`src/rtl/mips_mc_ctrl_pkg.sv`:
```
// ---------------------------------------------------------------------------
// mips_mc_pkg
// Shared definitions for the multicycle MIPS controller: state encoding,
// opcode/funct constants (same values as mips_op_codes_defines and
// mips_funct_defines), datapath select encodings and the packed control
// word driven by the FSM.
// ---------------------------------------------------------------------------
package mips_mc_pkg;

  // State encoding, 4 bits.
  localparam logic [3:0] ST_FETCH    = 4'd0;
  localparam logic [3:0] ST_DECODE   = 4'd1;
  localparam logic [3:0] ST_EXEC_R   = 4'd2;
  localparam logic [3:0] ST_EXEC_I   = 4'd3;
  localparam logic [3:0] ST_MEM_ADDR = 4'd4;
  localparam logic [3:0] ST_MEM_RD   = 4'd5;
  localparam logic [3:0] ST_MEM_RWB  = 4'd6;
  localparam logic [3:0] ST_MEM_WR   = 4'd7;
  localparam logic [3:0] ST_BRANCH   = 4'd8;
  localparam logic [3:0] ST_JUMP     = 4'd9;
  localparam logic [3:0] ST_JR       = 4'd10;
  localparam logic [3:0] ST_WB_R     = 4'd11;
  localparam logic [3:0] ST_WB_I     = 4'd12;
  localparam logic [3:0] ST_ERROR    = 4'd13;

  typedef enum logic [3:0] {
    S_FETCH    = ST_FETCH,
    S_DECODE   = ST_DECODE,
    S_EXEC_R   = ST_EXEC_R,
    S_EXEC_I   = ST_EXEC_I,
    S_MEM_ADDR = ST_MEM_ADDR,
    S_MEM_RD   = ST_MEM_RD,
    S_MEM_RWB  = ST_MEM_RWB,
    S_MEM_WR   = ST_MEM_WR,
    S_BRANCH   = ST_BRANCH,
    S_JUMP     = ST_JUMP,
    S_JR       = ST_JR,
    S_WB_R     = ST_WB_R,
    S_WB_I     = ST_WB_I,
    S_ERROR    = ST_ERROR
  } state_e;

  // Opcodes.
  localparam logic [5:0] OP_RTYPE = 6'h00;
  localparam logic [5:0] OP_J     = 6'h02;
  localparam logic [5:0] OP_JAL   = 6'h03;
  localparam logic [5:0] OP_BEQ   = 6'h04;
  localparam logic [5:0] OP_BNE   = 6'h05;
  localparam logic [5:0] OP_ADDI  = 6'h08;
  localparam logic [5:0] OP_SLTI  = 6'h0A;
  localparam logic [5:0] OP_ANDI  = 6'h0C;
  localparam logic [5:0] OP_ORI   = 6'h0D;
  localparam logic [5:0] OP_XORI  = 6'h0E;
  localparam logic [5:0] OP_LW    = 6'h23;
  localparam logic [5:0] OP_SW    = 6'h2B;

  // R-type funct values the controller cares about.
  localparam logic [5:0] FN_SLL = 6'h00;
  localparam logic [5:0] FN_SRL = 6'h02;
  localparam logic [5:0] FN_SRA = 6'h03;
  localparam logic [5:0] FN_JR  = 6'h08;

  // Datapath select encodings.
  localparam logic [1:0] ALUOP_ADD   = 2'b00;
  localparam logic [1:0] ALUOP_SUB   = 2'b01;
  localparam logic [1:0] ALUOP_FUNCT = 2'b10;
  localparam logic [1:0] ALUOP_IMM   = 2'b11;

  localparam logic [1:0] SRCA_PC    = 2'b00;
  localparam logic [1:0] SRCA_A     = 2'b01;
  localparam logic [1:0] SRCA_SHAMT = 2'b10;

  localparam logic [2:0] SRCB_B      = 3'b000;
  localparam logic [2:0] SRCB_FOUR   = 3'b001;
  localparam logic [2:0] SRCB_IMM    = 3'b010;
  localparam logic [2:0] SRCB_IMMSH2 = 3'b011;
  localparam logic [2:0] SRCB_BSHIFT = 3'b100;

  localparam logic [1:0] PCSRC_ALU    = 2'b00;
  localparam logic [1:0] PCSRC_ALUOUT = 2'b01;
  localparam logic [1:0] PCSRC_JUMP   = 2'b10;
  localparam logic [1:0] PCSRC_REGA   = 2'b11;

  localparam logic [1:0] REGDST_RT = 2'b00;
  localparam logic [1:0] REGDST_RD = 2'b01;
  localparam logic [1:0] REGDST_RA = 2'b10;

  localparam logic [1:0] M2R_ALUOUT = 2'b00;
  localparam logic [1:0] M2R_MDR    = 2'b01;
  localparam logic [1:0] M2R_PC     = 2'b10;

  localparam logic [1:0] ERR_NONE    = 2'b00;
  localparam logic [1:0] ERR_ILLEGAL = 2'b01;
  localparam logic [1:0] ERR_TMO     = 2'b10;

  // Full control word; all-zero is the idle / reset value.
  typedef struct packed {
    logic       mem_req;
    logic       mem_write;
    logic       ir_write;
    logic       reg_write;
    logic       pc_write;
    logic       pc_write_cond;
    logic       branch_ne;
    logic       i_or_d;
    logic [1:0] alu_src_a;
    logic [2:0] alu_src_b;
    logic [1:0] alu_op;
    logic [1:0] pc_source;
    logic [1:0] reg_dst;
    logic [1:0] mem_to_reg;
    logic       error;
    logic [1:0] err_code;
  } ctrl_t;

endpackage

```
`src/rtl/mips_mc_ctrl_if.sv`:
```
// ---------------------------------------------------------------------------
// mips_mc_ctrl_if
// Bundle between the instruction register / memory and the multicycle
// controller, plus the controller's datapath select and enable outputs.
//   master : controller side (reads IR fields and mem_ready, drives controls)
//   slave  : datapath / memory side
// ---------------------------------------------------------------------------
interface mips_mc_ctrl_if #(
  parameter int OP_W    = 6,
  parameter int FUNCT_W = 6
);
  logic [OP_W-1:0]    Op_code;
  logic [FUNCT_W-1:0] Funct;
  logic               mem_ready;
  logic               mem_req;
  logic               MemWrite;
  logic               IRWrite;
  logic               RegWrite;
  logic               PCWrite;
  logic               PCWriteCond;
  logic               BranchNe;
  logic               IorD;
  logic [1:0]         ALUSrcA;
  logic [2:0]         ALUSrcB;
  logic [1:0]         ALUOp;
  logic [1:0]         PCSource;
  logic [1:0]         RegDst;
  logic [1:0]         MemtoReg;
  logic               error;
  logic [1:0]         err_code;

  modport master (
    input  Op_code, Funct, mem_ready,
    output mem_req, MemWrite, IRWrite, RegWrite, PCWrite, PCWriteCond,
           BranchNe, IorD, ALUSrcA, ALUSrcB, ALUOp, PCSource, RegDst,
           MemtoReg, error, err_code
  );

  modport slave (
    output Op_code, Funct, mem_ready,
    input  mem_req, MemWrite, IRWrite, RegWrite, PCWrite, PCWriteCond,
           BranchNe, IorD, ALUSrcA, ALUSrcB, ALUOp, PCSource, RegDst,
           MemtoReg, error, err_code
  );
endinterface

```
`src/rtl/mips_mc_ctrl_wait_timer.sv`:
```
// ---------------------------------------------------------------------------
// mips_mc_wait_timer
// Saturating memory-stall counter with timeout compare. Only built when
// MIPS_MC_CTRL_MEMWAIT_EN is defined.
// Ports:
//   clk, rst   : clock, asynchronous active-low reset
//   clear_i    : restart the count (state change in the controller)
//   stall_i    : a memory state is waiting on mem_ready this cycle
//   timeout_o  : count has reached MEM_TIMEOUT-1 (0 when MEM_TIMEOUT == 0)
// ---------------------------------------------------------------------------
`ifdef MIPS_MC_CTRL_MEMWAIT_EN
module mips_mc_wait_timer #(
  parameter int TMO_W       = 8,
  parameter int MEM_TIMEOUT = 200
) (
  input  logic clk,
  input  logic rst,
  input  logic clear_i,
  input  logic stall_i,
  output logic timeout_o
);

  logic [TMO_W-1:0] cnt_q, cnt_d;

  // NOTE: cnt_d gets its hold value first so every path assigns it and no
  // latch is inferred.
  always_comb begin
    cnt_d = cnt_q;
    if (clear_i)
      cnt_d = '0;
    else if (stall_i && (cnt_q != '1))   // saturate, never wrap
      cnt_d = cnt_q + 1'b1;
  end

  // NOTE: state registers use non-blocking assignments so every flop samples
  // pre-edge values regardless of process ordering.
  always_ff @(posedge clk or negedge rst) begin
    if (!rst) cnt_q <= '0;
    else      cnt_q <= cnt_d;
  end

  generate
    if (MEM_TIMEOUT == 0) begin : g_no_tmo
      assign timeout_o = 1'b0;
    end else begin : g_tmo
      assign timeout_o = (cnt_q == TMO_W'(MEM_TIMEOUT - 1));
    end
  endgenerate

endmodule
`endif

```
`src/rtl/mips_mc_ctrl.sv`:
```
// ---------------------------------------------------------------------------
// mips_mc_ctrl
// Multicycle MIPS control FSM (Moore; outputs decode from state, plus Funct
// for shifts/JR). Supports R-type, I-ALU, LW/SW, BEQ/BNE, J/JAL/JR, with a
// sticky ERROR state for illegal opcodes and memory timeouts.
// Configuration macro: MIPS_MC_CTRL_MEMWAIT_EN
//   defined   : mem_ready handshake and stall timeout are active
//   undefined : mem_ready ignored (treated as 1), no timeout logic
// Ports:
//   clk  : rising-edge clock
//   rst  : asynchronous active-low reset; also forces all outputs to 0
//   bus  : mips_mc_ctrl_if.master (Op_code, Funct, mem_ready in;
//          mem_req, enables, mux selects, error, err_code out)
// ---------------------------------------------------------------------------
module mips_mc_ctrl
  import mips_mc_pkg::*;
#(
  parameter int OP_W        = 6,
  parameter int FUNCT_W     = 6,
  parameter int TMO_W       = 8,
  parameter int MEM_TIMEOUT = 200
) (
  input  logic           clk,
  input  logic           rst,
  mips_mc_ctrl_if.master bus
);

  state_e     state_q, state_d;
  logic [1:0] err_q, err_d;
  ctrl_t      ctrl_c, ctrl_o;
  logic       mem_ok;     // the current memory access completes this cycle
  logic       tmo;        // stall limit reached

`ifdef MIPS_MC_CTRL_MEMWAIT_EN
  logic in_mem;
  assign in_mem = (state_q == S_FETCH) || (state_q == S_MEM_RD) ||
                  (state_q == S_MEM_WR);
  assign mem_ok = bus.mem_ready;

  // Any state change restarts the count, which covers entry to each memory
  // state; a ready in the timeout cycle still wins because mem_ok is tested
  // before tmo below.
  mips_mc_wait_timer #(
    .TMO_W      (TMO_W),
    .MEM_TIMEOUT(MEM_TIMEOUT)
  ) u_wait_timer (
    .clk      (clk),
    .rst      (rst),
    .clear_i  (state_d != state_q),
    .stall_i  (in_mem && !bus.mem_ready),
    .timeout_o(tmo)
  );
`else
  assign mem_ok = 1'b1;
  assign tmo    = 1'b0;
  logic unused_cfg;
  assign unused_cfg = ^{bus.mem_ready, (TMO_W > 0), (MEM_TIMEOUT > 0)};
`endif

  always_ff @(posedge clk or negedge rst) begin
    if (!rst) begin
      state_q <= S_FETCH;
      err_q   <= ERR_NONE;
    end else begin
      state_q <= state_d;
      err_q   <= err_d;
    end
  end

  always_comb begin
    state_d = state_q;
    err_d   = err_q;
    ctrl_c  = '0;
    case (state_q)
      S_FETCH: begin
        ctrl_c.mem_req   = 1'b1;
        ctrl_c.alu_src_a = SRCA_PC;
        ctrl_c.alu_src_b = SRCB_FOUR;
        ctrl_c.alu_op    = ALUOP_ADD;
        ctrl_c.pc_source = PCSRC_ALU;
        if (mem_ok) begin
          ctrl_c.ir_write = 1'b1;
          ctrl_c.pc_write = 1'b1;
          state_d         = S_DECODE;
        end else if (tmo) begin
          state_d = S_ERROR;
          err_d   = ERR_TMO;
        end
      end
      S_DECODE: begin
        ctrl_c.alu_src_a = SRCA_PC;
        ctrl_c.alu_src_b = SRCB_IMMSH2;   // precompute branch target
        ctrl_c.alu_op    = ALUOP_ADD;
        case (bus.Op_code)
          OP_W'(OP_RTYPE):
            state_d = (bus.Funct == FUNCT_W'(FN_JR)) ? S_JR : S_EXEC_R;
          OP_W'(OP_J), OP_W'(OP_JAL):
            state_d = S_JUMP;
          OP_W'(OP_BEQ), OP_W'(OP_BNE):
            state_d = S_BRANCH;
          OP_W'(OP_ADDI), OP_W'(OP_SLTI), OP_W'(OP_ANDI), OP_W'(OP_ORI),
          OP_W'(OP_XORI):
            state_d = S_EXEC_I;
          OP_W'(OP_LW), OP_W'(OP_SW):
            state_d = S_MEM_ADDR;
          default: begin
            state_d = S_ERROR;
            err_d   = ERR_ILLEGAL;
          end
        endcase
      end
      S_EXEC_R: begin
        if ((bus.Funct == FUNCT_W'(FN_SLL)) || (bus.Funct == FUNCT_W'(FN_SRL)) ||
            (bus.Funct == FUNCT_W'(FN_SRA))) begin
          ctrl_c.alu_src_a = SRCA_SHAMT;
          ctrl_c.alu_src_b = SRCB_BSHIFT;
        end else begin
          ctrl_c.alu_src_a = SRCA_A;
          ctrl_c.alu_src_b = SRCB_B;
        end
        ctrl_c.alu_op = ALUOP_FUNCT;
        state_d       = S_WB_R;
      end
      S_WB_R: begin
        ctrl_c.reg_dst    = REGDST_RD;
        ctrl_c.mem_to_reg = M2R_ALUOUT;
        ctrl_c.reg_write  = 1'b1;
        state_d           = S_FETCH;
      end
      S_EXEC_I: begin
        ctrl_c.alu_src_a = SRCA_A;
        ctrl_c.alu_src_b = SRCB_IMM;
        ctrl_c.alu_op    = ALUOP_IMM;
        state_d          = S_WB_I;
      end
      S_WB_I: begin
        ctrl_c.reg_dst    = REGDST_RT;
        ctrl_c.mem_to_reg = M2R_ALUOUT;
        ctrl_c.reg_write  = 1'b1;
        state_d           = S_FETCH;
      end
      S_MEM_ADDR: begin
        ctrl_c.alu_src_a = SRCA_A;
        ctrl_c.alu_src_b = SRCB_IMM;
        ctrl_c.alu_op    = ALUOP_ADD;
        state_d = (bus.Op_code == OP_W'(OP_LW)) ? S_MEM_RD : S_MEM_WR;
      end
      S_MEM_RD: begin
        ctrl_c.mem_req = 1'b1;
        ctrl_c.i_or_d  = 1'b1;
        if (mem_ok) begin
          state_d = S_MEM_RWB;
        end else if (tmo) begin
          state_d = S_ERROR;
          err_d   = ERR_TMO;
        end
      end
      S_MEM_RWB: begin
        ctrl_c.reg_dst    = REGDST_RT;
        ctrl_c.mem_to_reg = M2R_MDR;
        ctrl_c.reg_write  = 1'b1;
        state_d           = S_FETCH;
      end
      S_MEM_WR: begin
        ctrl_c.mem_req   = 1'b1;
        ctrl_c.i_or_d    = 1'b1;
        ctrl_c.mem_write = 1'b1;
        if (mem_ok) begin
          state_d = S_FETCH;
        end else if (tmo) begin
          state_d = S_ERROR;
          err_d   = ERR_TMO;
        end
      end
      S_BRANCH: begin
        ctrl_c.alu_src_a     = SRCA_A;
        ctrl_c.alu_src_b     = SRCB_B;
        ctrl_c.alu_op        = ALUOP_SUB;
        ctrl_c.pc_source     = PCSRC_ALUOUT;
        ctrl_c.pc_write_cond = 1'b1;
        ctrl_c.branch_ne     = (bus.Op_code == OP_W'(OP_BNE));
        state_d              = S_FETCH;
      end
      S_JUMP: begin
        ctrl_c.pc_source = PCSRC_JUMP;
        ctrl_c.pc_write  = 1'b1;
        if (bus.Op_code == OP_W'(OP_JAL)) begin
          ctrl_c.reg_dst    = REGDST_RA;
          ctrl_c.mem_to_reg = M2R_PC;
          ctrl_c.reg_write  = 1'b1;
        end
        state_d = S_FETCH;
      end
      S_JR: begin
        ctrl_c.pc_source = PCSRC_REGA;
        ctrl_c.pc_write  = 1'b1;
        state_d          = S_FETCH;
      end
      S_ERROR: begin
        ctrl_c.error    = 1'b1;
        ctrl_c.err_code = err_q;
      end
      default: state_d = S_FETCH;
    endcase
  end

  // Outputs are gated directly by rst so FETCH cannot pulse PCWrite/IRWrite
  // while reset is still asserted.
  assign ctrl_o = rst ? ctrl_c : '0;

  assign bus.mem_req     = ctrl_o.mem_req;
  assign bus.MemWrite    = ctrl_o.mem_write;
  assign bus.IRWrite     = ctrl_o.ir_write;
  assign bus.RegWrite    = ctrl_o.reg_write;
  assign bus.PCWrite     = ctrl_o.pc_write;
  assign bus.PCWriteCond = ctrl_o.pc_write_cond;
  assign bus.BranchNe    = ctrl_o.branch_ne;
  assign bus.IorD        = ctrl_o.i_or_d;
  assign bus.ALUSrcA     = ctrl_o.alu_src_a;
  assign bus.ALUSrcB     = ctrl_o.alu_src_b;
  assign bus.ALUOp       = ctrl_o.alu_op;
  assign bus.PCSource    = ctrl_o.pc_source;
  assign bus.RegDst      = ctrl_o.reg_dst;
  assign bus.MemtoReg    = ctrl_o.mem_to_reg;
  assign bus.error       = ctrl_o.error;
  assign bus.err_code    = ctrl_o.err_code;

endmodule

```
`src/flat_wrapper.sv`:
```
// flat-port wrapper written by rule: the top's interface ports become plain ports
module mips_mc_ctrl_flat import mips_mc_pkg::*;
#(
  parameter int OP_W        = 6,
  parameter int FUNCT_W     = 6,
  parameter int TMO_W       = 8,
  parameter int MEM_TIMEOUT = 200
)
  (clk, rst, bus_Op_code, bus_Funct, bus_mem_ready, bus_mem_req, bus_MemWrite, bus_IRWrite, bus_RegWrite, bus_PCWrite, bus_PCWriteCond, bus_BranchNe, bus_IorD, bus_ALUSrcA, bus_ALUSrcB, bus_ALUOp, bus_PCSource, bus_RegDst, bus_MemtoReg, bus_error, bus_err_code);
  mips_mc_ctrl_if #(.OP_W(OP_W), .FUNCT_W(FUNCT_W)) bus_i ();
  input  logic clk;
  input  logic rst;
  input wire logic [$bits(bus_i.Op_code)-1:0] bus_Op_code;
  input wire logic [$bits(bus_i.Funct)-1:0] bus_Funct;
  input wire logic [$bits(bus_i.mem_ready)-1:0] bus_mem_ready;
  output wire logic [$bits(bus_i.mem_req)-1:0] bus_mem_req;
  output wire logic [$bits(bus_i.MemWrite)-1:0] bus_MemWrite;
  output wire logic [$bits(bus_i.IRWrite)-1:0] bus_IRWrite;
  output wire logic [$bits(bus_i.RegWrite)-1:0] bus_RegWrite;
  output wire logic [$bits(bus_i.PCWrite)-1:0] bus_PCWrite;
  output wire logic [$bits(bus_i.PCWriteCond)-1:0] bus_PCWriteCond;
  output wire logic [$bits(bus_i.BranchNe)-1:0] bus_BranchNe;
  output wire logic [$bits(bus_i.IorD)-1:0] bus_IorD;
  output wire logic [$bits(bus_i.ALUSrcA)-1:0] bus_ALUSrcA;
  output wire logic [$bits(bus_i.ALUSrcB)-1:0] bus_ALUSrcB;
  output wire logic [$bits(bus_i.ALUOp)-1:0] bus_ALUOp;
  output wire logic [$bits(bus_i.PCSource)-1:0] bus_PCSource;
  output wire logic [$bits(bus_i.RegDst)-1:0] bus_RegDst;
  output wire logic [$bits(bus_i.MemtoReg)-1:0] bus_MemtoReg;
  output wire logic [$bits(bus_i.error)-1:0] bus_error;
  output wire logic [$bits(bus_i.err_code)-1:0] bus_err_code;
  assign bus_i.Op_code = bus_Op_code;
  assign bus_i.Funct = bus_Funct;
  assign bus_i.mem_ready = bus_mem_ready;
  assign bus_mem_req = bus_i.mem_req;
  assign bus_MemWrite = bus_i.MemWrite;
  assign bus_IRWrite = bus_i.IRWrite;
  assign bus_RegWrite = bus_i.RegWrite;
  assign bus_PCWrite = bus_i.PCWrite;
  assign bus_PCWriteCond = bus_i.PCWriteCond;
  assign bus_BranchNe = bus_i.BranchNe;
  assign bus_IorD = bus_i.IorD;
  assign bus_ALUSrcA = bus_i.ALUSrcA;
  assign bus_ALUSrcB = bus_i.ALUSrcB;
  assign bus_ALUOp = bus_i.ALUOp;
  assign bus_PCSource = bus_i.PCSource;
  assign bus_RegDst = bus_i.RegDst;
  assign bus_MemtoReg = bus_i.MemtoReg;
  assign bus_error = bus_i.error;
  assign bus_err_code = bus_i.err_code;
  mips_mc_ctrl #(.OP_W(OP_W), .FUNCT_W(FUNCT_W), .TMO_W(TMO_W), .MEM_TIMEOUT(MEM_TIMEOUT)) u_core (.clk(clk), .rst(rst), .bus(bus_i));
endmodule
```
`config.mk`:
```
export PLATFORM = sky130hd
export DESIGN_NAME = mips_mc_ctrl_flat
export DESIGN_NICKNAME = d
export VERILOG_FILES = /design/src/rtl/mips_mc_ctrl_pkg.sv /design/src/rtl/mips_mc_ctrl_if.sv /design/src/rtl/mips_mc_ctrl_wait_timer.sv /design/src/rtl/mips_mc_ctrl.sv /design/src/flat_wrapper.sv
export SDC_FILE = /design/constraint.sdc
export NUM_CORES = 1
export LEC_CHECK = 0
export CORE_MARGIN = 5
export CORE_UTILIZATION = 41
export CTS_CLUSTER_SIZE = 30
export DETAILED_ROUTE_END_ITERATION = 16
export PLACE_DENSITY_LB_ADDON = 0.2
export SLEW_MARGIN = 10
export SYNTH_ARGS = -nofsm -noshare
export SYNTH_HDL_FRONTEND = slang
export SYNTH_HIERARCHICAL = 1
export SYNTH_SLANG_ARGS = --single-unit
```
`constraint.sdc`:
```
create_clock -name clk -period 2.31 [get_ports clk]
set_clock_uncertainty 0.1 [all_clocks]
set_input_delay 0.462 -clock clk [delete_from_list [all_inputs] [get_ports clk]]
set_output_delay 0.462 -clock clk [all_outputs]
set_load 0.05 [all_outputs]
```
# [Word-level counts from Yosys, hierarchy flattened]
# Index checks and enable logic that the tools add are counted.
[totals] ff_bits=5 input_bits=15 output_inout_bits=24 elab_cells=64
[classes] bitwise_logic=1 muxes=19 n_reduce_logical=15 eq_ne=27
[ops] cell="case mux 7 bit (6 select lines)" count=1
[ops] cell="== test 6 x 4 -> 1 bit, second input constant" count=6
[ops] cell="case mux 4 bit (7 select lines)" count=1
[ops] cell="== test 4 bit, second input constant" count=6
[ops] cell="== test 6 x 2 -> 1 bit, second input constant" count=4
[ops] cell="two-way mux 24 bit" count=1
[ops] cell="case mux 4 bit (5 select lines)" count=1
[ops] cell="== test 4 x 3 -> 1 bit, second input constant" count=4
[ops] cell="== test 6 x 3 -> 1 bit, second input constant" count=2
[ops] cell="== test 6 bit, second input constant" count=2
[ops] cell="logical NOT 6 bit" count=2
[ops] cell="case mux 4 bit (3 select lines)" count=1
[ops] cell="OR reduction 12 bit" count=1
[ops] cell="OR reduction 3 bit" count=3
[ops] cell="== test 4 x 2 -> 1 bit, second input constant" count=2
[ops] cell="two-way mux 4 bit" count=2
[ops] cell="OR reduction 2 bit" count=4
[ops] cell="two-way mux 1 bit" count=6
[ops] cell="case mux 2 bit (3 select lines)" count=1
[ops] cell="two-way mux 5 bit" count=1
[ops] cell="OR reduction 5 bit" count=1
[ops] cell="== test 4 x 1 -> 1 bit, second input constant" count=1
[ops] cell="logical NOT 4 bit" count=1
[ops] cell="two-way mux 2 bit" count=2
[ops] cell="5 further kinds" count=6

# [Longest topological paths before layout]
# Gate-level depths: netlist of run 1.
[logic_depth] depth_word=6 mapped_depth=6 depth_no_buf=4

# [Worst setup path before layout of run 1]
# Ideal clock, no wire load.
[synth_path] path_type="in2out" from="in bus_Funct[2]" to="out bus_ALUSrcB[2]" cell_stages=4 slack_ns=-0.847 t_arrival_ns=2.595 t_required_ns=1.748 n_path_buf=1 cell_sequence="or3_1 -> a211o_1 -> nor3_1 -> buf_4"
[synth_between] elab_chain_len=6 word_cells_on_any_way=8 classes_between="eq/ne (2); mux (3); reduce/logical (3)"
[synth_rtl] item="from (decl)" line_no="flat_wrapper.sv:14" rtl="input wire logic [$bits(bus_i.Funct)-1:0] bus_Funct;"
[synth_rtl] item="== test 6 x 2 -> 1 bit / logical NOT 6 bit (equally long branches)" line_no="mips_mc_ctrl.sv:113" rtl="if ((bus.Funct == FUNCT_W'(FN_SLL)) || (bus.Funct == FUNCT_W'(FN_SRL)) ||"
[synth_rtl] item="logical OR 1 bit" line_no="mips_mc_ctrl.sv:113"
[synth_rtl] item="logical OR 1 bit (*)" line_no="mips_mc_ctrl.sv:113"
[synth_rtl] item="two-way mux 5 bit (*)" line_no="mips_mc_ctrl.sv:113"
[synth_rtl] item="case mux 7 bit (6 select lines) (*)" line_no="mips_mc_ctrl.sv:74" rtl="case (state_q)"
[synth_rtl] item="two-way mux 24 bit (*)" line_no="mips_mc_ctrl.sv:209" rtl="assign ctrl_o = rst ? ctrl_c : '0;"
[synth_rtl] item="to (decl)" line_no="flat_wrapper.sv:25" rtl="output wire logic [$bits(bus_i.ALUSrcB)-1:0] bus_ALUSrcB;"
# Mark *: on every way between the ends. The rest lies on a longest branch, timed or not.

# [Final worst setup path of run 1]
[layout_path] from="in bus_Funct[0]" to="out bus_ALUSrcB[2]"
# The elaborated chain is that of the path after synthesis.

==> out/summary.md, run 1 <==
* 0 — hold_buf cts
* 0.4358 GHz — Max Clock Freq
* 0% — XOR/XNOR Fraction of Synth Area
* 5 — drt first pass iters
* 0.0006563 uW — Static Leakage
* 1.73 ns — arrival time reported for the critical path endpoint
* simple AND/OR/NAND/NOR gates — combinational family with the most area after synthesis
* 121 — Cells after Synth
* 2 — maximum count of clock buffers along a single path
* 18 — largest net degree at the start of global routing
* 4402 um — wire length of the first global-routing pass
* 196 — Non-Filler Instances
* 27 — DR iter-0 viols
* yes — RSZ-0062 raised after global routing
* dfrtp_1 — cell type contributing the most total cell area after synthesis
* 2 — Buf/Inv on CP
* 55.08 um — Die Width
* 1.75 ns — Worst Path Required
* 0% — synthesized-area fraction occupied by adder cells
* primary input — kind of start point of the critical path
* 55.08 um — die outline height
* 2.402% — proportion of synthesized area in mux cells
* 833.3 sq um — cell area after synthesis
* 2722 um — routed wire length
* 21.77% — post-synthesis compound-gate area fraction
* 1043 — via count of the first global-routing pass
* 3 — TritonCTS Buffers
* 1518 uW — post-layout total power
* 20.11% — All-Layer GR Usage
* 1 — Max H-tree Level
* 0.74 ns — register-to-register setup slack
* 2 — Critical Path Fanout Max
* 22 x buf_12, 22 x nor2_1, 21 x buf_4, 6 x nand2_1, 6 x o21ai_1 — most used cells in the layout excluding fill and tap cells
* 2.295 ns — Final min period
* clkdlybuf4s50_1 — master of the slowest instance on the critical path
* 37.87% — share of post-route cells with drive strength above 1
* 39 — IO Pins
* 136 — syn nets
* 0 — final antenna-violating net count
* 0 — Slew Limit Fails
* buffers and inverters — family of cells with the greatest summed delay on the critical path
* 15.02% — share of Yosys cell area claimed by the top area cell type
* 36 — port bufs
* 0.8546 — global placer's final weighted congestion
* 0 — number of antenna violations at the first check in global routing
* clkbuf_4 — buffer type at the clock tree root
* 6 — number of warnings printed during yosys synthesis
* 42.91% — effective utilization at floorplan
* 0.01518 ns — final worst setup slack
* 0.05 ns — clock transition at the registers of the reported paths
* 87.99% — area added between synthesis and finish
* 0 — number of max-capacitance violations reported
* clkdlybuf4s50_1 -> a211o_1 -> nor3_4 -> buf_12 — crit-path cells
* -0.2379 ns — Post-Place Worst Slack
* primary input to output pin — kind of critical path
* 5 — clock tree sinks
* 1942 sq um — Floorplan Core Area
* dfrtp_1 15%, nor2_1 9.9%, buf_6 6.8% — leading post-synthesis cells by cell area
* 100.0% — Async SR Flop Fraction
* 0.24 ns — clock latency reported for the late side of the worst-skew pair
* 191 — number of placed instances with taps included
* 0 — final-report hold violation count
* 3034 sq um — Die Footprint
* 0 — Post-synth EDFFs
* output pin — Critical Path End Type
* 15.02% — sequential fraction of the synthesis area
* 0 — post-route DRC violation count
* 5 — number of synthesized register bits
* 185 — number of nets in the finished design
* 969.3 nW/um^2 — power density over the cells
* dfrtp_1 — most used flip-flop cell after synthesis
* 5.332 — detailed-route vias per instance
* 2257 um — post-detailed-placement half-perimeter wirelength
* primary input to async pin — HP Class
* 0 — setup violators final
* 0.42 ns — Worst path max stage delay
* 6.887 sq um — mean cell area of the mapped netlist
* 48.05% — simple logic cell fraction of the synthesized area
* 0 — global route overflow
* 40 — Yosys cell types
* 0 — total inserted antenna cells
* 99.34% — period utilisation layout
* 0.0005669 V — VDD IR max
* done — clock tree from TritonCTS
* 16 — number of placement rows
* completed — result of the run
* 1045 — vias
* 133 — fillers
* 13.89 um — WL/cell
## state kept, by name, indices dropped and copies added (netlist names)
register	cells
u_core/err_q	1
u_core/state_q	4
## logic make-up (layout without fill, tap and decap cells)
logic type	after synthesis	after routing
flip-flops	5	5
other	1	1
multiplexers	2	2
AO/OA/AOI/OAI	28	28
buffers and inverters	14	62
AND/OR/NAND/NOR	71	71
## layer usage
metal | wire, um | global-route usage, % | share of wire (%)
met1 | 1088 | 23.59 | 40
met2 | 1474 | 36.02 | 54
met3 | 118 | 1.609 | 4.3
met4 | 40 | 10.53 | 1.5
met5 | 0 | 0 | 0
## power by group
| part | internal, uW | switching (uW) | leakage [uW] |
|---|---|---|---|
| clock | 65.4 | 36.7 | 0.0000150 |
| sequential | 130 | 117 | 0.0000538 |
| combinational | 518 | 651 | 0.000587 |
## synth_stat cells, types with 2 or more instances
master and number:
nor2_1 22, nor3_1 10, a21oi_1 6, nand2_1 6, o21ai_1 6, buf_6 5, dfrtp_1 5, nand2b_1 5
nand3b_1 4, nor2b_1 4, o21ai_0 4, a21o_1 3, buf_4 3, clkbuf_1 3, nand3_1 3, or3_1 3
and3_1 2, inv_1 2, mux2i_1 2, nor4_1 2, nor4b_1 2
## cell type report
class / count / area [sq um] / share of cell area (%)
flip-flops and latches: 5 / 128.9 / 8.227
well taps: 27 / 33.78 / 2.157
multi-input cells: 102 / 653.1 / 41.69
inverters: 2 / 7.507 / 0.4792
clock buffers: 4 / 26.28 / 1.677
repair buffers: 56 / 716.9 / 45.77
## final timing paths
path / to / depth (start not counted) / startpoint
min reg2reg: u_core/err_q[0]$_DFFE_PN0P_ / 1 / u_core/err_q[0]$_DFFE_PN0P_
min: u_core/state_q[3]$_DFFE_PN0P_ / 3 / rst
max: bus_ALUSrcB[2] / 4 / bus_Funct[0]
min in group clk: u_core/err_q[0]$_DFFE_PN0P_ / 1 / u_core/err_q[0]$_DFFE_PN0P_
max reg2reg: u_core/state_q[1]$_DFFE_PN0P_ / 5 / u_core/state_q[1]$_DFFE_PN0P_
max in group asynchronous: u_core/state_q[2]$_DFFE_PN0P_ / 3 / rst
## worst min-delay path: stages
cell,delay [ns]
dlygate4sd2_1,0.22
buf_4,0.14
buf_4,0.12
## per-stage QoR
step | utilization [%] | area [sq um] | setup TNS, ns | hold WS [ns]
after floorplan | - | 883.3 | -0.4293 | 0.06641
after global placement | 79.06 | 1535 | -1.055 | 0.3372
after detailed placement | 79.06 | 1535 | -1.190 | 0.3432
after CTS | 79.90 | 1551 | 0 | 0.2752
after global routing | 80.67 | 1567 | -0.03639 | 0.2693
final | 80.67 | 1567 | 0 | 0.2816
## what timing repair did
action | 4_1_cts | 5_1_grt
cloned | 0 | 0
resized for setup | 13 | 8
setup buffers | 0 | 1
endpoints found under the setup margin | 7 | 7
pin swaps | 5 | 5
(Power assumes the default switching activity.)
==> run 2, diff against run 1 <==
clock period = 2.29 ns   (was 2.31 ns; I/O delays follow)
==> run 2 against run 1 <==
- clock power grew 4%
- hold slack gained 0.064 ns
- power grew 3.0%
- setup slack gained 0.014 ns
- wire length grew 9.0%
- sequential share of layout area is essentially flat
==> out/summary.md, run 2 (synthesis results as in run 1) <==
* 89.79% — area added between synthesis and finish
* 1524 sq um — post-place instance area, -0.73%
* 1022 — via count of the first global-routing pass, -2.0%
* primary input to async pin — HP Class
* done — clock tree from TritonCTS
* 44 — DR iter-0 viols, +63%
* 0.02915 ns — final worst setup slack, +0.01397 ns
* 2328 um — post-detailed-placement half-perimeter wirelength, +3.2%
* 0.43 ns — Worst path max stage delay, about the same
* 2 — maximum count of clock buffers along a single path, unchanged
* output pin — Critical Path End Type
* 3034 sq um — Die Footprint, unchanged
* completed — result of the run
* or3_4 — master of the slowest instance on the critical path
* 0 — final-report hold violation count, unchanged
* 81.44% — Util after Layout, +0.77 points
* 5.434 — detailed-route vias per instance, +1.9%
* clkbuf_4 — buffer type at the clock tree root
* 5 — depth of the most critical reg-to-reg path, unchanged
* 5 — drt first pass iters, unchanged
* 0.4423 GHz — Max Clock Freq
* 0.24 ns — clock latency reported for the late side of the worst-skew pair, about the same
* simple AND/OR/NAND/NOR gates — family of cells with the greatest summed delay on the critical path
* 0 — setup violators final, unchanged
* 1.70 ns — arrival time reported for the critical path endpoint, -0.03 ns
* 22 x buf_12, 22 x nor2_1, 21 x buf_4 — most used cells in the layout excluding fill and tap cells
* 2967 um — routed wire length, +9.0%
* 0.0005128 V — VDD IR max, -9.6%
* 18 — largest net degree at the start of global routing, unchanged
* 55.08 um — die outline height, unchanged
* 98.73% — period utilisation layout
* 1942 sq um — Floorplan Core Area, unchanged
* 1 — Max H-tree Level, unchanged
* 36 — port bufs, unchanged
* 39 — IO Pins, unchanged
* 0 — post-route DRC violation count, unchanged
* 0 — number of max-capacitance violations reported, unchanged
* 2.261 ns — Final min period
* primary input — kind of start point of the critical path
* 5 — clock tree sinks, unchanged
* 0 — final antenna-violating net count, unchanged
* 0.8502 — global placer's final weighted congestion, -0.51%
* 16 — number of placement rows, unchanged
* 5 — number of cells on the critical path, +1
* 671.9 sq um — area used by multi-input combinational logic, +2.9%
* primary input to output pin — kind of critical path
* u_core/state_q — register ranked first by flip-flop count
* 0 — total inserted antenna cells, unchanged
* 134 — fillers, +0.75%
* clkdlybuf4s15_1 -> or3_4 -> nor4_4 -> buf_4 -> buf_12 — crit-path cells
* 988.9 nW/um^2 — power density over the cells, +2.0%
* 130.1 sq um — sequential cell area in the final layout, +0.97%
* 0 — number of antenna violations at the first check in global routing, unchanged
* 4 — flip-flop count of the largest register after layout, unchanged
* 0.05 ns — clock transition at the registers of the reported paths, about the same
* 0 — Slew Limit Fails, unchanged
* 42.91% — effective utilization at floorplan, unchanged
* 1582 sq um — Finished Cell Area, +0.96%
* 0 — global route overflow, unchanged
* 21.42% — All-Layer GR Usage, +1.3 points
* 185 — number of nets in the finished design, unchanged
* u_core/state_q: 4 flops, u_core/err_q: 1 flops — top flop regs
* 0 — hold_buf cts, unchanged
* 55.08 um — Die Width, unchanged
* 40.83% — share of post-route cells with drive strength above 1, +3.0 points
* 15.14 um — WL/cell, +9.0%
* 4761 um — wire length of the first global-routing pass, +8.2%
* 3 — TritonCTS Buffers, unchanged
* 1.73 ns — Worst Path Required, -0.02 ns
* 0.0006664 uW — Static Leakage, +1.5%
* 1564 uW — post-layout total power, +3.0%
* 3 — Buf/Inv on CP, +1
* 4 — Critical Path Fanout Max, +2
* -0.2591 ns — Post-Place Worst Slack, -0.02120 ns
* 1065 — vias, +1.9%
-- run 2: changes by cell type in the layout (fill, tap and decap cells not counted), sizes merged --
| cell | change |
|---|---|
| dlymetal6s2s | +1 |
| dlygate4sd2 | +1 |
| buf | +1 |
| clkbuf | -1 |
| clkdlybuf4s15 | +1 |
| clkdlybuf4s50 | -3 |
-- run 2: path summary, 6_finish.rpt --
kind,from,to,slack (ns)
max in group asynchronous,rst,u_core/state_q[3]$_DFFE_PN0P_,1.62
max reg2reg,u_core/state_q[1]$_DFFE_PN0P_,u_core/state_q[1]$_DFFE_PN0P_,0.82
min in group clk,u_core/err_q[0]$_DFFE_PN0P_,u_core/err_q[0]$_DFFE_PN0P_,0.36
max,bus_Op_code[4],bus_MemtoReg[1],0.03
min,rst,u_core/state_q[0]$_DFFE_PN0P_,0.35
min reg2reg,u_core/err_q[0]$_DFFE_PN0P_,u_core/err_q[0]$_DFFE_PN0P_,0.36
-- run 2: where the power goes --
group          switching (uW)  internal (uW)
combinational             686            525
clock                    40.1           66.1
sequential                113            134
-- run 2: cell type report --
| cell class | count | share of cell area, % |
|---|---|---|
| Clock buffer | 4 | 1.661 |
| Sequential cell | 5 | 8.228 |
| Tap cell | 27 | 2.136 |
| Inverter | 2 | 0.4747 |
| Timing Repair Buffer | 56 | 45.02 |
| Multi-Input combinational cell | 102 | 42.48 |
-- run 2: layer usage --
layer / track usage (%) / vias to the layer above / routed length (um)
met4: 6.073 / 0 / 64
met2: 40.94 / 38 / 1634
li1: - / 526 / -
met5: 0 / - / 0
met1: 25.76 / 495 / 1137
met3: 0.5362 / 6 / 130
-- run 2: through the flow --
step / TNS [ns] / hold WS, ns / instances
detailed placement: -1.366 / 0.3404 / 189
global placement: -1.175 / 0.3348 / 189
global route: -0.02939 / 0.3619 / 196
CTS: 0 / 0.3402 / 195
finish: 0 / 0.3452 / 196
floorplan: -0.4653 / 0.06241 / 121
-- run 2: what timing repair did --
action                     CTS  global route
cloned                       0             0
setup endpoints to repair   10             7
pin swaps                    6             5
resized for setup           17            11
setup buffers                2             1
-- run 2: tightest hold or removal path, cell delays in order --
cell and delay (ns):
dlygate4sd2_1 0.22, buf_4 0.17, buf_4 0.17
==> run 3, diff against run 2 <==
CORE_UTILIZATION = 42   (was 41)
CTS_BUF_LIST = sky130_fd_sc_hd__clkbuf_2 sky130_fd_sc_hd__clkbuf_4 sky130_fd_sc_hd__clkbuf_8   (was unset)
==> run 3 against run 2 <==
- count of clock-buffer cells in the layout did not move
- fmax up 1.1%
- critical path depth did not move
- combinational power hardly changed
- sequential cell count unchanged
- hold slack worse by 0.13 ns
- die area shrank 2.0%
- critical endpoint unchanged
- largest cell class unchanged
==> out/summary.md, run 3 (synthesis results as in run 1) <==
* completed — result of the run
* 0 — number of antenna violations at the first check in global routing, unchanged
* 0.0006374 uW — Static Leakage, -4.4%
* 16 — number of placement rows, unchanged
* 36 — port bufs, unchanged
* 1555 sq um — Finished Cell Area, -1.7%
* 3 — TritonCTS Buffers, unchanged
* 0 ns — setup_tns, unchanged
* 0 — final antenna-violating net count, unchanged
* 182 — number of nets in the finished design, -1.6%
* 4 — Critical Path Fanout Max, unchanged
* 2 — maximum count of clock buffers along a single path, unchanged
* 54.54 um — die outline height, -0.98%
* 0 — setup violators final, unchanged
* 4 — flip-flop count of the largest register after layout, unchanged
* 5 — clock tree sinks, unchanged
* 21.06% — All-Layer GR Usage, -0.36 points
* 4 — drt first pass iters, -1
* clkdlybuf4s15_1 -> or3_4 -> nor4_4 -> buf_4 -> buf_12 — crit-path cells
* 5.642 — detailed-route vias per instance, +3.8%
* 14.59 um — WL/cell, -3.6%
* or3_4 — master of the slowest instance on the critical path
* 2816 um — routed wire length, -5.1%
* 18 — largest net degree at the start of global routing, unchanged
* 1922 sq um — Floorplan Core Area, -1.0%
* 0 — global route overflow, unchanged
* 0 — total inserted antenna cells, unchanged
* 0.42 ns — Worst path max stage delay, about the same
* simple AND/OR/NAND/NOR gates — family of cells with the greatest summed delay on the critical path
* 4581 um — wire length of the first global-routing pass, -3.8%
* 3.270% — M3 GR Usage, +2.7 points
* u_core/state_q — register ranked first by flip-flop count
* 0.82 ns — register-to-register setup slack, about the same
* 41.24% — met2 GRT Util, +0.29 points
* 22 x buf_12, 22 x nor2_1, 18 x buf_4, 6 x o21ai_1 — most used cells in the layout excluding fill and tap cells
* 0 — Slew Limit Fails, unchanged
* 39 — IO Pins, unchanged
* 86.64% — area added between synthesis and finish
* 23.03% — global routing met1 resource utilization, -2.7 points
* 2313 um — post-detailed-placement half-perimeter wirelength, -0.67%
* primary input — kind of start point of the critical path
* 1 — Max H-tree Level, unchanged
* 0.05397 ns — final worst setup slack, +0.02482 ns
* 39.76% — share of post-route cells with drive strength above 1, -1.1 points
* 37 — DR iter-0 viols, -16%
* 1006 nW/um^2 — power density over the cells, +1.7%
* 43.36% — effective utilization at floorplan, +0.45 points
* 2975 sq um — Die Footprint, -2.0%
* clkbuf_4 — buffer type at the clock tree root
* 1089 — vias, +2.3%
* 97.64% — period utilisation layout, -1.1 points
* 0.24 ns — clock latency reported for the late side of the worst-skew pair, about the same
* output pin — Critical Path End Type
* u_core/state_q[1]$_DFFE_PN0P_ — source of the worst register-to-register timing path
* 0 — post-route DRC violation count, unchanged
* 1516 sq um — post-place instance area, -0.49%
* 0 — final-report hold violation count, unchanged
* 1044 — via count of the first global-routing pass, +2.2%
* 0.4472 GHz — Max Clock Freq, +1.1%
* primary input to async pin — HP Class
* 0.2172 ns — worst hold margin, -0.1279 ns
* -0.2683 ns — Post-Place Worst Slack, -0.009131 ns
* 54.54 um — Die Width, -0.98%
* 0.05 ns — clock transition at the registers of the reported paths, about the same
* 1.73 ns — Worst Path Required, about the same
* u_core/state_q[1]$_DFFE_PN0P_ — worst reg2reg endpoint
* 0 — number of max-capacitance violations reported, unchanged
* 3 — Buf/Inv on CP, unchanged
* 2.236 ns — Final min period, -0.02482 ns
* 5 — depth of the most critical reg-to-reg path, unchanged
* done — clock tree from TritonCTS
* 0.8352 — global placer's final weighted congestion, -1.8%
* 1.68 ns — arrival time reported for the critical path endpoint, -0.02 ns
* met2 — busiest layer in global routing
* primary input to output pin — kind of critical path
* no — RSZ-0062 raised after global routing
* 0.0005161 V — VDD IR max, +0.65%
* u_core/state_q: 4 flops, u_core/err_q: 1 flops — top flop regs
==> run 3: cell types whose count changed in the layout (fill, tap and decap cells not counted), sizes merged <==
cell,delta
clkdlybuf4s50,+2
buf,-2
clkdlybuf4s15,+1
clkbuf,-1
dlygate4sd2,-1
dlymetal6s2s,-2
==> run 3: worst max-delay path by stage <==
stage,startpoint,end,slack [ns],cells after the start
CTS,bus_Funct[4],bus_ALUSrcB[2],0.0002,5
global placement,bus_Funct[2],bus_ALUSrcA[1],-0.24,5
detailed placement,bus_Funct[2],bus_ALUSrcB[2],-0.27,5
global route,bus_Op_code[4],bus_MemtoReg[1],0.0002,5
floorplan,bus_Funct[2],bus_ALUSrcB[2],-0.16,4
finish,bus_Op_code[4],bus_MemtoReg[1],0.05,5
==> run 3: final cells by class <==
cell class                 count  area, sq um
inverter                       2        7.507
tap                           27        33.78
multi-input combinational    102        661.9
clock buffer                   4        30.03
sequential                     5        130.1
timing repair buffer          53        691.9
fill                         146        366.6
==> run 3: metrics by stage <==
| step | util, % | total power [uW] | cells |
|---|---|---|---|
| 6_report | 80.92 | 1565 | 193 |
| 5_1_grt | 80.92 | 1660 | 193 |
| 3_3_place_gp | 78.91 | 1386 | 188 |
| 2_1_floorplan | - | 1016 | 121 |
| 3_5_place_dp | 78.91 | 1423 | 188 |
| 4_1_cts | 79.88 | 1545 | 192 |
==> run 3: report_power, final <==
part	switching, uW	internal [uW]	total [uW]
clock network	38.0	77.8	116
registers	115	134	248
logic	675	525	1200
==> run 3: per-layer routing <==
metal	vias up	share of wire (%)
met4	0	0.78
met1	510	37
met3	4	6.5
li1	523	-
met5	-	0
met2	52	56
==> run 3: worst register-to-register path: stages, from the launching register on <==
cell and delay [ns]:
dfrtp_2 0.47, buf_4 0.20, and3b_1 0.20, a21oi_1 0.13
o32ai_1 0.10, a21o_1 0.15
==> run 3: repair_timing <==
action,4_1_cts,5_1_grt
buffers inserted,0,1
setup endpoints to repair,10,6
gates cloned,0,0
hold buffers,0,0
gates resized for setup,19,8
pin swaps,6,4
